<file path="config.mk">
export PLATFORM = sky130hd
export DESIGN_NAME = gen3_scrambler_lane_flat
export DESIGN_NICKNAME = d
export VERILOG_FILES = /design/src/rtl/gen3_scrambler_lane_if.sv /design/src/rtl/gen3_scrambler_lane.sv /design/src/flat_wrapper.sv
export SDC_FILE = /design/constraint.sdc
export NUM_CORES = 1
export LEC_CHECK = 0
export CAP_MARGIN = 20
export CELL_PAD_IN_SITES_DETAIL_PLACEMENT = 2
export CELL_PAD_IN_SITES_GLOBAL_PLACEMENT = 2
export CORE_MARGIN = 5
export CORE_UTILIZATION = 30
export DETAILED_ROUTE_END_ITERATION = 7
export MAX_ROUTING_LAYER = met4
export PLACE_DENSITY = 0.85
export SYNTH_ARGS = -nofsm -noshare
export SYNTH_HDL_FRONTEND = slang
export SYNTH_SLANG_ARGS = --single-unit
</file>
<file path="constraint.sdc">
create_clock -name clk_i -period 2.7 [get_ports clk_i]
set_clock_uncertainty 0.15 [all_clocks]
set_input_delay 0.27 -clock clk_i [delete_from_list [all_inputs] [get_ports clk_i]]
set_output_delay 0.27 -clock clk_i [all_outputs]
set_load 0.02 [all_outputs]
</file>
<file path="src/rtl/gen3_scrambler_lane_if.sv">
// Byte-stream handshake bundle between the block framer, the scrambler lane and the serializer.
// Latency: none (wires only).
// Backpressure: carries valid/ready pairs; the lane stalls the input side while the output is held.
//
// Port summary (direction given from the scrambler lane's point of view):
//   in_valid_i / in_ready_o / in_data_i / in_sof_i / in_sync_hdr_i : upstream byte channel
//   out_valid_o / out_ready_i / out_data_o / out_sof_o / out_sync_hdr_o : downstream byte channel
//   modport slave  : the scrambler lane
//   modport master : the environment driving the lane (framer on the input side, serializer on the output side)
interface gen3_scrambler_lane_if;
    logic       in_valid_i;
    logic       in_ready_o;
    logic [7:0] in_data_i;
    logic       in_sof_i;
    logic [1:0] in_sync_hdr_i;

    logic       out_valid_o;
    logic       out_ready_i;
    logic [7:0] out_data_o;
    logic       out_sof_o;
    logic [1:0] out_sync_hdr_o;

    modport slave (
        input  in_valid_i,
        output in_ready_o,
        input  in_data_i,
        input  in_sof_i,
        input  in_sync_hdr_i,
        output out_valid_o,
        input  out_ready_i,
        output out_data_o,
        output out_sof_o,
        output out_sync_hdr_o
    );

    modport master (
        output in_valid_i,
        input  in_ready_o,
        output in_data_i,
        output in_sof_i,
        output in_sync_hdr_i,
        input  out_valid_o,
        output out_ready_i,
        input  out_data_o,
        input  out_sof_o,
        input  out_sync_hdr_o
    );
endinterface

</file>
<file path="src/rtl/gen3_scrambler_lane.sv">
// Per-lane 128b/130b transmit scrambler: block framing, per-byte scramble/bypass/hold/re-seed of a 23-bit LFSR.
// Latency: 1 cycle from input accept to out_valid_o (one-deep registered output stage).
// Backpressure: in_ready_o = ~out_valid_o | out_ready_i; a held output stalls the input and freezes the LFSR.
//
// Ports:
//   clk_i, rst_i         : clock (rising edge) and asynchronous active-high reset
//   lfsr_seed_i          : lane seed, loaded into the LFSR at the end of every EIEOS block
//   scramble_enable_i    : 0 = bypass every byte and hold the LFSR (framing is still tracked)
//   bus (slave modport)  : input byte channel (valid/ready/data/sof/sync header) and output byte channel
//   lfsr_state_o         : current LFSR register
//   err_framing_o        : one-cycle pulse on a framing error
//
// Build option: define GEN3_SCR_FRAMING_CHK_EN to enable framing-error detection and err_framing_o.
// Without it, err_framing_o is 0, in_sof_i always restarts a block silently, and sync headers 00/11 are
// handled like an ordered-set header (01).
module gen3_scrambler_lane #(
    parameter logic [22:0] RST_SEED = 23'h1DBFBC
) (
    input  logic                  clk_i,
    input  logic                  rst_i,
    input  logic [22:0]           lfsr_seed_i,
    input  logic                  scramble_enable_i,
    gen3_scrambler_lane_if.slave  bus,
    output logic [22:0]           lfsr_state_o,
    output logic                  err_framing_o
);

    typedef enum logic [2:0] {
        S_IDLE  = 3'd0,
        S_DATA  = 3'd1,
        S_OS    = 3'd2,
        S_SKP   = 3'd3,
        S_EIEOS = 3'd4
    } state_t;

    // Galois feedback mask for x^23+x^21+x^16+x^8+x^5+x^2+1 (terms below x^23).
    localparam logic [22:0] LFSR_TAPS = 23'h210125;
    localparam logic [1:0]  HDR_DATA  = 2'b10;
    localparam logic [7:0]  SYM_SKP   = 8'hAA;
    localparam logic [7:0]  SYM_EIEOS = 8'h00;
    localparam logic [3:0]  LAST_IDX  = 4'd15;

    // ------------------------------------------------------------------
    // LFSR helpers: eight serial Galois steps per byte. The keystream bit
    // for step i is the register MSB before that step, LSB first.
    // ------------------------------------------------------------------
    function automatic logic [22:0] lfsr_adv8(input logic [22:0] s);
        logic [22:0] v;
        v = s;
        for (int i = 0; i < 8; i++) begin
            v = {v[21:0], 1'b0} ^ (v[22] ? LFSR_TAPS : 23'h0);
        end
        return v;
    endfunction

    function automatic logic [7:0] lfsr_ks8(input logic [22:0] s);
        logic [22:0] v;
        logic [7:0]  k;
        v = s;
        k = 8'h00;
        for (int i = 0; i < 8; i++) begin
            k[i] = v[22];
            v    = {v[21:0], 1'b0} ^ (v[22] ? LFSR_TAPS : 23'h0);
        end
        return k;
    endfunction

    // ------------------------------------------------------------------
    // Registers and combinational nets
    // ------------------------------------------------------------------
    state_t      r_state;
    logic [3:0]  r_cnt;
    logic [22:0] r_lfsr;
    logic        r_out_vld;
    logic [7:0]  r_out_dat;
    logic        r_out_sof;
    logic [1:0]  r_out_hdr;
    logic        r_err;

    state_t      w_state_nxt;
    logic [3:0]  w_cnt_nxt;
    logic [22:0] w_lfsr_nxt;
    logic [22:0] w_lfsr_upd;
    logic [7:0]  w_out_dat;
    state_t      w_dec_state;
    state_t      w_byte_state;
    logic [3:0]  w_byte_idx;
    logic        w_in_rdy;
    logic        w_accept;
    logic        w_err_event;
`ifdef GEN3_SCR_FRAMING_CHK_EN
    logic        w_hdr_bad;
`endif

    assign w_in_rdy = ~r_out_vld | bus.out_ready_i;
    assign w_accept = bus.in_valid_i & w_in_rdy;

    // ------------------------------------------------------------------
    // Block-type decode of a symbol-0 byte from its sync header and first
    // symbol. Only meaningful when in_sof_i is set.
    // ------------------------------------------------------------------
    always_comb begin
        w_dec_state = S_OS;
`ifdef GEN3_SCR_FRAMING_CHK_EN
        w_hdr_bad   = 1'b0;
`endif
        if (bus.in_sync_hdr_i == HDR_DATA) begin
            w_dec_state = S_DATA;
        end else begin
            if (bus.in_data_i == SYM_SKP) begin
                w_dec_state = S_SKP;
            end else if (bus.in_data_i == SYM_EIEOS) begin
                w_dec_state = S_EIEOS;
            end else begin
                w_dec_state = S_OS;
            end
`ifdef GEN3_SCR_FRAMING_CHK_EN
            // 00/11 are not legal headers: the byte is passed through and
            // the lane waits in IDLE for the next symbol 0.
            if (bus.in_sync_hdr_i != 2'b01) begin
                w_dec_state = S_IDLE;
                w_hdr_bad   = 1'b1;
            end
`endif
        end
    end

    // ------------------------------------------------------------------
    // Framing errors: symbol 0 arriving mid-block, a non-symbol-0 byte
    // while waiting for a block, or an illegal sync header.
    // ------------------------------------------------------------------
`ifdef GEN3_SCR_FRAMING_CHK_EN
    assign w_err_event = w_accept & (
                             (bus.in_sof_i & (r_cnt != 4'd0)) |
                             (~bus.in_sof_i & (r_state == S_IDLE)) |
                             (bus.in_sof_i & w_hdr_bad));
`else
    assign w_err_event = 1'b0;
`endif

    // ------------------------------------------------------------------
    // Next-state / per-byte action. A symbol-0 byte is handled with the
    // freshly decoded block type at index 0, so back-to-back blocks and
    // mid-block restarts need no idle cycle.
    // ------------------------------------------------------------------
    always_comb begin
        w_state_nxt  = r_state;
        w_cnt_nxt    = r_cnt;
        w_lfsr_nxt   = r_lfsr;
        w_lfsr_upd   = r_lfsr;
        w_out_dat    = bus.in_data_i;
        w_byte_state = r_state;
        w_byte_idx   = r_cnt;

        if (bus.in_sof_i) begin
            w_byte_state = w_dec_state;
            w_byte_idx   = 4'd0;
        end

        // Keystream comes from the pre-advance LFSR state.
        if (scramble_enable_i) begin
            unique case (w_byte_state)
                S_DATA: begin
                    w_out_dat  = bus.in_data_i ^ lfsr_ks8(r_lfsr);
                    w_lfsr_upd = lfsr_adv8(r_lfsr);
                end
                S_OS: begin
                    w_lfsr_upd = lfsr_adv8(r_lfsr);
                end
                S_EIEOS: begin
                    if (w_byte_idx == LAST_IDX) begin
                        w_lfsr_upd = lfsr_seed_i;
                    end
                end
                default: begin
                    w_lfsr_upd = r_lfsr;
                end
            endcase
        end

        if (w_accept) begin
            w_lfsr_nxt = w_lfsr_upd;
            if (w_byte_state == S_IDLE) begin
                // Unframed byte: passed through, counter parked at 0.
                w_state_nxt = S_IDLE;
                w_cnt_nxt   = 4'd0;
            end else if (w_byte_idx == LAST_IDX) begin
                w_state_nxt = S_IDLE;
                w_cnt_nxt   = 4'd0;
            end else begin
                w_state_nxt = w_byte_state;
                w_cnt_nxt   = w_byte_idx + 4'd1;
            end
        end
    end

    // ------------------------------------------------------------------
    // Framing state, byte counter and LFSR registers
    // ------------------------------------------------------------------
    always_ff @(posedge clk_i or posedge rst_i) begin
        if (rst_i) begin
            r_state <= S_IDLE;
            r_cnt   <= 4'd0;
            r_lfsr  <= RST_SEED;
        end else begin
            r_state <= w_state_nxt;
            r_cnt   <= w_cnt_nxt;
            r_lfsr  <= w_lfsr_nxt;
        end
    end

    // ------------------------------------------------------------------
    // One-deep output stage. Data/sof/header only load on accept, so a
    // stalled output holds steady until the consumer takes it.
    // ------------------------------------------------------------------
    always_ff @(posedge clk_i or posedge rst_i) begin
        if (rst_i) begin
            r_out_vld <= 1'b0;
            r_out_dat <= 8'h00;
            r_out_sof <= 1'b0;
            r_out_hdr <= 2'b00;
            r_err     <= 1'b0;
        end else begin
            r_err <= w_err_event;
            if (w_accept) begin
                r_out_vld <= 1'b1;
                r_out_dat <= w_out_dat;
                r_out_sof <= bus.in_sof_i;
                // The header register keeps the current block's header for all its bytes.
                if (bus.in_sof_i) begin
                    r_out_hdr <= bus.in_sync_hdr_i;
                end
            end else if (bus.out_ready_i) begin
                r_out_vld <= 1'b0;
            end
        end
    end

    assign bus.in_ready_o     = w_in_rdy;
    assign bus.out_valid_o    = r_out_vld;
    assign bus.out_data_o     = r_out_dat;
    assign bus.out_sof_o      = r_out_sof;
    assign bus.out_sync_hdr_o = r_out_hdr;
    assign lfsr_state_o       = r_lfsr;
    assign err_framing_o      = r_err;

endmodule

</file>
<file path="src/flat_wrapper.sv">
// flat-port wrapper written by rule: the top's interface ports become plain ports
module gen3_scrambler_lane_flat 
#(
    parameter logic [22:0] RST_SEED = 23'h1DBFBC
)
  (clk_i, rst_i, lfsr_seed_i, scramble_enable_i, lfsr_state_o, err_framing_o, bus_in_valid_i, bus_in_ready_o, bus_in_data_i, bus_in_sof_i, bus_in_sync_hdr_i, bus_out_valid_o, bus_out_ready_i, bus_out_data_o, bus_out_sof_o, bus_out_sync_hdr_o);
  gen3_scrambler_lane_if bus_i ();
  input  logic clk_i;
  input  logic rst_i;
  input  logic [22:0] lfsr_seed_i;
  input  logic scramble_enable_i;
  output logic [22:0] lfsr_state_o;
  output logic err_framing_o;
  input wire logic [$bits(bus_i.in_valid_i)-1:0] bus_in_valid_i;
  output wire logic [$bits(bus_i.in_ready_o)-1:0] bus_in_ready_o;
  input wire logic [$bits(bus_i.in_data_i)-1:0] bus_in_data_i;
  input wire logic [$bits(bus_i.in_sof_i)-1:0] bus_in_sof_i;
  input wire logic [$bits(bus_i.in_sync_hdr_i)-1:0] bus_in_sync_hdr_i;
  output wire logic [$bits(bus_i.out_valid_o)-1:0] bus_out_valid_o;
  input wire logic [$bits(bus_i.out_ready_i)-1:0] bus_out_ready_i;
  output wire logic [$bits(bus_i.out_data_o)-1:0] bus_out_data_o;
  output wire logic [$bits(bus_i.out_sof_o)-1:0] bus_out_sof_o;
  output wire logic [$bits(bus_i.out_sync_hdr_o)-1:0] bus_out_sync_hdr_o;
  assign bus_i.in_valid_i = bus_in_valid_i;
  assign bus_in_ready_o = bus_i.in_ready_o;
  assign bus_i.in_data_i = bus_in_data_i;
  assign bus_i.in_sof_i = bus_in_sof_i;
  assign bus_i.in_sync_hdr_i = bus_in_sync_hdr_i;
  assign bus_out_valid_o = bus_i.out_valid_o;
  assign bus_i.out_ready_i = bus_out_ready_i;
  assign bus_out_data_o = bus_i.out_data_o;
  assign bus_out_sof_o = bus_i.out_sof_o;
  assign bus_out_sync_hdr_o = bus_i.out_sync_hdr_o;
  gen3_scrambler_lane #(.RST_SEED(RST_SEED)) u_core (.clk_i(clk_i), .rst_i(rst_i), .lfsr_seed_i(lfsr_seed_i), .scramble_enable_i(scramble_enable_i), .bus(bus_i), .lfsr_state_o(lfsr_state_o), .err_framing_o(err_framing_o));
endmodule
</file>
==> summary.md, run 1 <==
| Metric | Value |
|---|---|
| Total gr overflow | 0 |
| CP arrival | 2.63 ns |
| Io pins | between 70 and 80 |
| Register-to-Register Path Depth | 8 |
| Mean post-synth cell area | about 11 µm² |
| CP cell instances | clkdlybuf4s50_1 > or4_1 > or2_4 > a21oi_4 > buf_12 > mux2_1 > mux2_1 |
| Hold WC Path Type | in2async |
| CTS clk-pin slew, worst paths | 0.09 ns |
| Nets | around 360 |
| Tot Pwr | just over 5 mW |
| Total power per unit cell area | approximately 1400 mW/mm² |
| Layout cells sized above 1 | 0.230 |
| Skew-Pair Late Insertion Delay | around 0.29 ns |
| Final ANT Viol Nets | 0 |
| Synth area leader | dfrtp_1 |
| Htree depth | 2 |
| Unrepaired setup endpoints after global routing | no |
| Crit-path max cell delay | roughly 0.63 ns |
| Die height | between 100 and 150 µm |
| Setup bufs post-CTS | 0 |
| Multi-input gate area | 0.00146 mm² |
| Peak Freq | between 300 and 400 MHz |
| XOR/XNOR Fraction of Synth Area | 0.172 |
| Largest family of logic cells by synthesized area | multiplexers |
| Fill cells | between 900 and 1000 |
| Status | finished, final reports clean |
| Area fraction of the dominant cell type after synthesis | 0.248 |
| Worst setup EP type | flip-flop |
| First-pass GRT wire length | roughly 14000 µm |
| Vias per cell | just under 5 |
| Most used cell, CP | mux2_1 |
| Critical path class | in2reg |
| Number of diodes | 0 |
| Largest net degree at the start of global routing | 43 |
| DRT Pass-1 Iters | 4 |
| Initial Util | 0.304 |
| P_leak | about 1.4 nW |
| Core area | 0.00864 mm² |
| Top post-synthesis cells by area | dfrtp_1 25%, dfstp_2 16%, xnor2_1 10% |
| CTS Sinks | 42 |
| DRT iter0 DRCs | between 60 and 70 |
| Slew @ Worst Pin | 0.712 ns |
| Final critical-path share of the clock period | 0.967 |
| Async SR Flop Fraction | 1.00 |
| Via count | between 2000 and 2500 |
| Yosys reg bits | 42 |
| Die area | 0.0107 mm² |
| Multiplexer share of the synthesized area | 0.207 |
| Num rows | 34 |
| Max cap viols | 0 |
| Worst-path maximum fanout | 23 |
| Yosys warnings | 0 |
| Antenna violations before repair | 0 |
| Area delta synth->final | 39.7% |
| Post-Route WL | 8750 µm |
| Crit path max-delay family | simple AND/OR/NAND/NOR gates |
| Post-place setup slack | -0.168 ns |
| Max-slew violations | 0 |
| CTS tree | yes |
| Setup ws final | between 0.09 and 0.1 ns |
| Vias in the first global route | ~2500 |
| Peak VDD IR | roughly 0.57 mV |
| Post-synthesis simple-gate area fraction | 0.110 |
| WL/cell | 20.5 µm |
| Root buf cell | clkbuf_8 |
| Most common library cells after synthesis | 31 x xnor2_1, 26 x dfrtp_1, 22 x mux2_2 |
| Post-synthesis adder-cell area fraction | 0.00476 |
| CP Launch Type | primary input |
| Syn Nets | about 270 |
| Register area | about 0.0011 mm² |
| Buffer and inverter count on the worst path | 2 |
| Max Buffers Root-to-Sink | 2 |
| Synth Cell Area | 0.00263 mm² |
| Synth Area in Compound Gates | 0.0600 |
| Master of the slowest instance on the critical path | or4_1 |
| Gpl congestion | between 0.7 and 0.8 |
| Detailed Place HPWL | ~6000 µm |
| Port Buffers | 74 |
| Die width | 104 µm |
| Seq/Total Area, Yosys | 0.407 |
| EDFF count, synth | 0 |
| Fin crit period | 2.61 ns |
| WP depth | 7 |
| Max_slew headroom | 0.525 |
| DRC errors left | 0 |
| CTS Buf Count | 5 |
| GRT Util Overall | 0.170 |
| Req. time, crit path | about 2.7 ns |
| Final Hold Viols | 0 |
| Most common cell in the netlist | xnor2_1 |
| Setup-failing EPs final | 0 |
| Synth Instances | 231 |
| Synth Flop Type | dfrtp_1 |
| Yosys cell types | 40 |
-- sequential cells by signal, summed over array words and instances, names as in the netlist --
register / cells
u_core.bus.out_valid_o: 1
u_core.bus.out_data_o: 8
u_core.lfsr_state_o: 23
u_core.r_cnt: 4
u_core.bus.out_sof_o: 1
u_core.bus.out_sync_hdr_o: 2
u_core.r_state: 3
-- tightest hold or removal path, cell delays in order --
cell	delay, ns
clkdlybuf4s50_1	0.41
clkinv_1	0.05
buf_4	0.47
-- power by group --
part / switching (mW) / internal, mW / total [mW]
Clock: 0.226 / 0.207 / 0.433
Sequential: 0.256 / 0.966 / 1.22
Combinational: 1.61 / 1.83 / 3.44
Total: 2.09 / 3.00 / 5.09
-- what timing repair did --
item,CTS,global route
gates resized for setup,0,1
hold buffers,0,0
hold endpoints to repair,0,0
endpoints found under the setup margin,0,3
-- per-layer routing --
metal  global-route usage  wire length [µm]  up-vias
li1                     -                 -      970
met5                    -                 0        -
met2                0.305              4860       48
met4               0.0562               208        0
met3               0.0187               180       16
met1                0.196              3510     1062
-- cell families (layout without fill, tap and decap cells) --
logic type / count (synthesis) / in the layout
muxes: 48 / 48
adders and majority gates: 1 / 1
xor gates and xnor gates: 42 / 42
other: 1 / 1
buffers and inverters: 18 / 105
DFF: 42 / 42
AOI/OAI and AO/OA: 27 / 27
and+or+nand+nor: 52 / 52
-- metrics by stage --
stage / utilization / area (µm²) / setup TNS [ns] / hold WS, ns / cells
after detailed placement: 0.415 / 3580 / -2.55 / 0.326 / 418
after global placement: 0.415 / 3580 / -1.29 / 0.317 / 418
final: 0.425 / 3670 / 0 / 0.286 / 426
after global routing: 0.425 / 3670 / 0 / 0.352 / 426
after CTS: 0.425 / 3670 / 0 / 0.301 / 426
after floorplan: - / 2630 / 0 / 0.228 / 231
-- path summary, 6_finish.rpt --
kind,from,end,slack [ns]
worst min-delay path,rst_i,u_core.bus.out_data_o[0],0.29
worst max-delay path,bus_in_data_i[1],u_core.lfsr_state_o[14],0.09
worst min register to register,u_core.bus.out_data_o[0],u_core.bus.out_data_o[0],0.34
max in group asynchronous,rst_i,u_core.lfsr_state_o[19],1.73
min in group clk_i,u_core.bus.out_data_o[0],u_core.bus.out_data_o[0],0.34
worst max register to register,u_core.r_cnt[0],u_core.lfsr_state_o[22],0.19
-- layout by cell type (no fill, tap or decap), drive strengths merged, types with 2 or more instances in the layout --
master	netlist	final
o21ai	17	17
xnor3	3	3
mux2i	4	4
xnor2	32	32
buf	8	17
inv	6	5
clkdlybuf4s50	0	74
nand2	20	20
nor3	7	7
a21oi	6	6
nand2b	3	3
nand4	3	3
mux2	44	44
clkinv	0	2
xor2	7	7
nand3	3	3
a31oi	2	2
dfstp	16	16
and2	2	2
or4	3	3
clkbuf	4	7
nor2b	3	3
dfrtp	26	26
nor4	2	2
nor3b	2	2
-- area by class of cell --
cell class                 instances  area share
inverter                           6     0.00613
clock buffer                       7      0.0235
multi-input combinational        171       0.397
sequential                        42       0.292
timing repair buffer              91       0.243
clock inverter                     1     0.00136
tap                              108      0.0368
(Power assumes the default switching activity.)
==> run 2: changes to the inputs <==
CORE_MARGIN = unset   (was 5)
==> run 2 against run 1 <==
Net effect: design area increased by 1.1%; critical path depth unchanged; combinational power decreased by 1%; via count decreased by 0.72%; non-clock buffer count increased by 1.
==> summary.md, run 2 (same netlist as run 1, synthesis figures left out) <==
| Metric | Value |
|---|---|
| Worst-path maximum fanout | 23 (unchanged) |
| CP arrival | 2.64 ns (about the same) |
| CTS tree | yes |
| Post-Route WL | 8300 µm (-5.2%) |
| Final ANT Viol Nets | 0 (unchanged) |
| Setup bufs post-CTS | 0 (unchanged) |
| CTS clk-pin slew, worst paths | 0.09 ns (about the same) |
| Num rows | 33 (-2.9%) |
| Initial Util | 0.315 (+0.0108) |
| Die height | 95.6 µm (-7.7%) |
| Vias in the first global route | 2436 (-2.6%) |
| CTS Buf Count | 5 (unchanged) |
| Sum Neg Setup Slack | 0 ns (unchanged) |
| Most frequent cells in the layout | 74 x clkdlybuf4s50_1, 31 x xnor2_1, 26 x dfrtp_1, 22 x mux2_2 |
| Io pins | 76 (unchanged) |
| Unrepaired setup endpoints after global routing | no |
| Hold_buf cts | 0 (unchanged) |
| Peak Freq | 383 MHz (about the same) |
| Die width | 95.6 µm (-7.7%) |
| Fill cells | 878 (-4.1%) |
| Via count | 2081 (-0.72%) |
| Die area | 0.00914 mm² (-15%) |
| Final core occ | 0.445 (+0.0197) |
| Max reg flops | 23 (unchanged) |
| CTS Sinks | 42 (unchanged) |
| Slew @ Worst Pin | 0.753 ns (+0.0402 ns) |
| First-pass GRT wire length | 13000 µm (-8.2%) |
| Req. time, crit path | 2.73 ns (about the same) |
| Fin crit period | 2.61 ns (+0.000346 ns) |
| Max-slew violations | 0 (unchanged) |
| Vias per cell | 4.91 (-0.25%) |
| Port Buffers | 74 (unchanged) |
| Largest net degree at the start of global routing | 30 (-30%) |
| Tot Pwr | 5.16 mW (+1.2%) |
| Layout cells sized above 1 | 0.235 (+0.00555) |
| CTS resizes | 0 (unchanged) |
| Total gr overflow | 0 (unchanged) |
| Final Hold Viols | 0 (unchanged) |
| Core area | 0.00834 mm² (-3.4%) |
| Skew-Pair Late Insertion Delay | 0.31 ns (+0.02 ns) |
| Peak VDD IR | 0.481 mV (-15%) |
| WL/cell | 19.6 µm (-4.8%) |
| Status | finished, final reports clean |
| DRC errors left | 0 (unchanged) |
| Hold WC Path Type | in2async |
| Max Buffers Root-to-Sink | 2 (unchanged) |
| Final critical-path share of the clock period | 0.967 (about the same) |
| GRT Util Overall | 0.199 (+0.0292) |
| Max cap viols | 0 (unchanged) |
| Root buf cell | clkbuf_8 |
| CP Launch Type | primary input |
| DRT Pass-1 Iters | 4 (unchanged) |
| P_leak | 1.43 nW (+0.83%) |
| Fin area | 0.00371 mm² (+1.1%) |
| Commonest non-fill, non-tap cell in the layout | clkdlybuf4s50_1 |
| Max_slew headroom | 0.498 (-0.0268) |
| Nets | 358 (+0.28%) |
| Detailed Place HPWL | 6130 µm (+2.7%) |
| DRT iter0 DRCs | 64 (unchanged) |
| Hold_ws | 0.0134 ns (-0.272 ns) |
| DP Area | 0.00358 mm² (-0.10%) |
| Setup-failing EPs final | 0 (unchanged) |
| Antenna violations before repair | 0 (unchanged) |
| Total power per unit cell area | 1390 mW/mm² (+0.15%) |
| Worst setup EP type | flip-flop |
| Critical path class | in2reg |
| Area delta synth->final | 41.2% |
| Number of diodes | 0 (unchanged) |
| Htree depth | 2 (unchanged) |
| Gpl congestion | 0.780 (+3.1%) |
run 2: cell count changes in the layout (fill, tap and decap cells not counted):
cell        previous run  this run
clkbuf_1               1         0
buf_12                 2         3
o21ai_1                1         0
bufinv_16              0         1
clkbuf_8               6         5
clkinv_2               1         0
o21ai_0               16        17
clkinvlp_4             0         2
run 2: final cells by class:
type | count | area [µm²] | share of cell area
multi-input cells | 171 | 1460 | 0.393
flip-flops and latches | 42 | 1070 | 0.289
repair buffers | 92 | 913 | 0.246
well taps | 105 | 131 | 0.0354
clock buffers | 5 | 68.8 | 0.0185
clock inverters | 3 | 45.0 | 0.0121
inverters | 6 | 22.5 | 0.00607
run 2: worst max-delay path, stage by stage:
cell and delay, ns:
clkdlybuf4s50_1 0.43, or4_1 0.59, or2_4 0.28, a21oi_4 0.17, buf_12 0.19, mux2_1 0.37
mux2_1 0.33
run 2: worst paths after layout:
kind / startpoint / to / slack (ns) / cells after the start
setup / recovery: bus_in_data_i[1] / u_core.lfsr_state_o[14] / 0.09 / 7
hold / removal: rst_i / u_core.bus.out_data_o[2] / 0.01 / 2
setup reg to reg: u_core.r_cnt[0] / u_core.lfsr_state_o[14] / 0.16 / 8
hold reg to reg: u_core.bus.out_data_o[2] / u_core.bus.out_data_o[2] / 0.34 / 2
max in group asynchronous: rst_i / u_core.lfsr_state_o[8] / 1.92 / 3
min in group clk_i: u_core.bus.out_data_o[2] / u_core.bus.out_data_o[2] / 0.34 / 2
run 2: layer usage:
metal / up-vias / global-route usage / part of all wire
li1: 969 / - / -
met1: 1057 / 0.228 / 0.41
met2: 44 / 0.357 / 0.54
met3: 11 / 0.0231 / 0.025
met4: 0 / 0.0684 / 0.021
met5: - / - / 0
run 2: power by group:
| group | total [mW] | internal (mW) | switching, mW | leakage (nW) |
|---|---|---|---|---|
| registers | 1.22 | 0.966 | 0.258 | 0.486 |
| clock network | 0.531 | 0.276 | 0.255 | 0.0504 |
| logic | 3.40 | 1.83 | 1.57 | 0.897 |
run 2: metrics by stage:
| step | std cells | worst slack [ns] |
|---|---|---|
| finish | 424 | 0.0897 |
| global route | 424 | 0.0506 |
| CTS | 423 | 0.0773 |
| detailed placement | 415 | -0.218 |
| global placement | 415 | -0.0958 |
| floorplan | 231 | 0.202 |
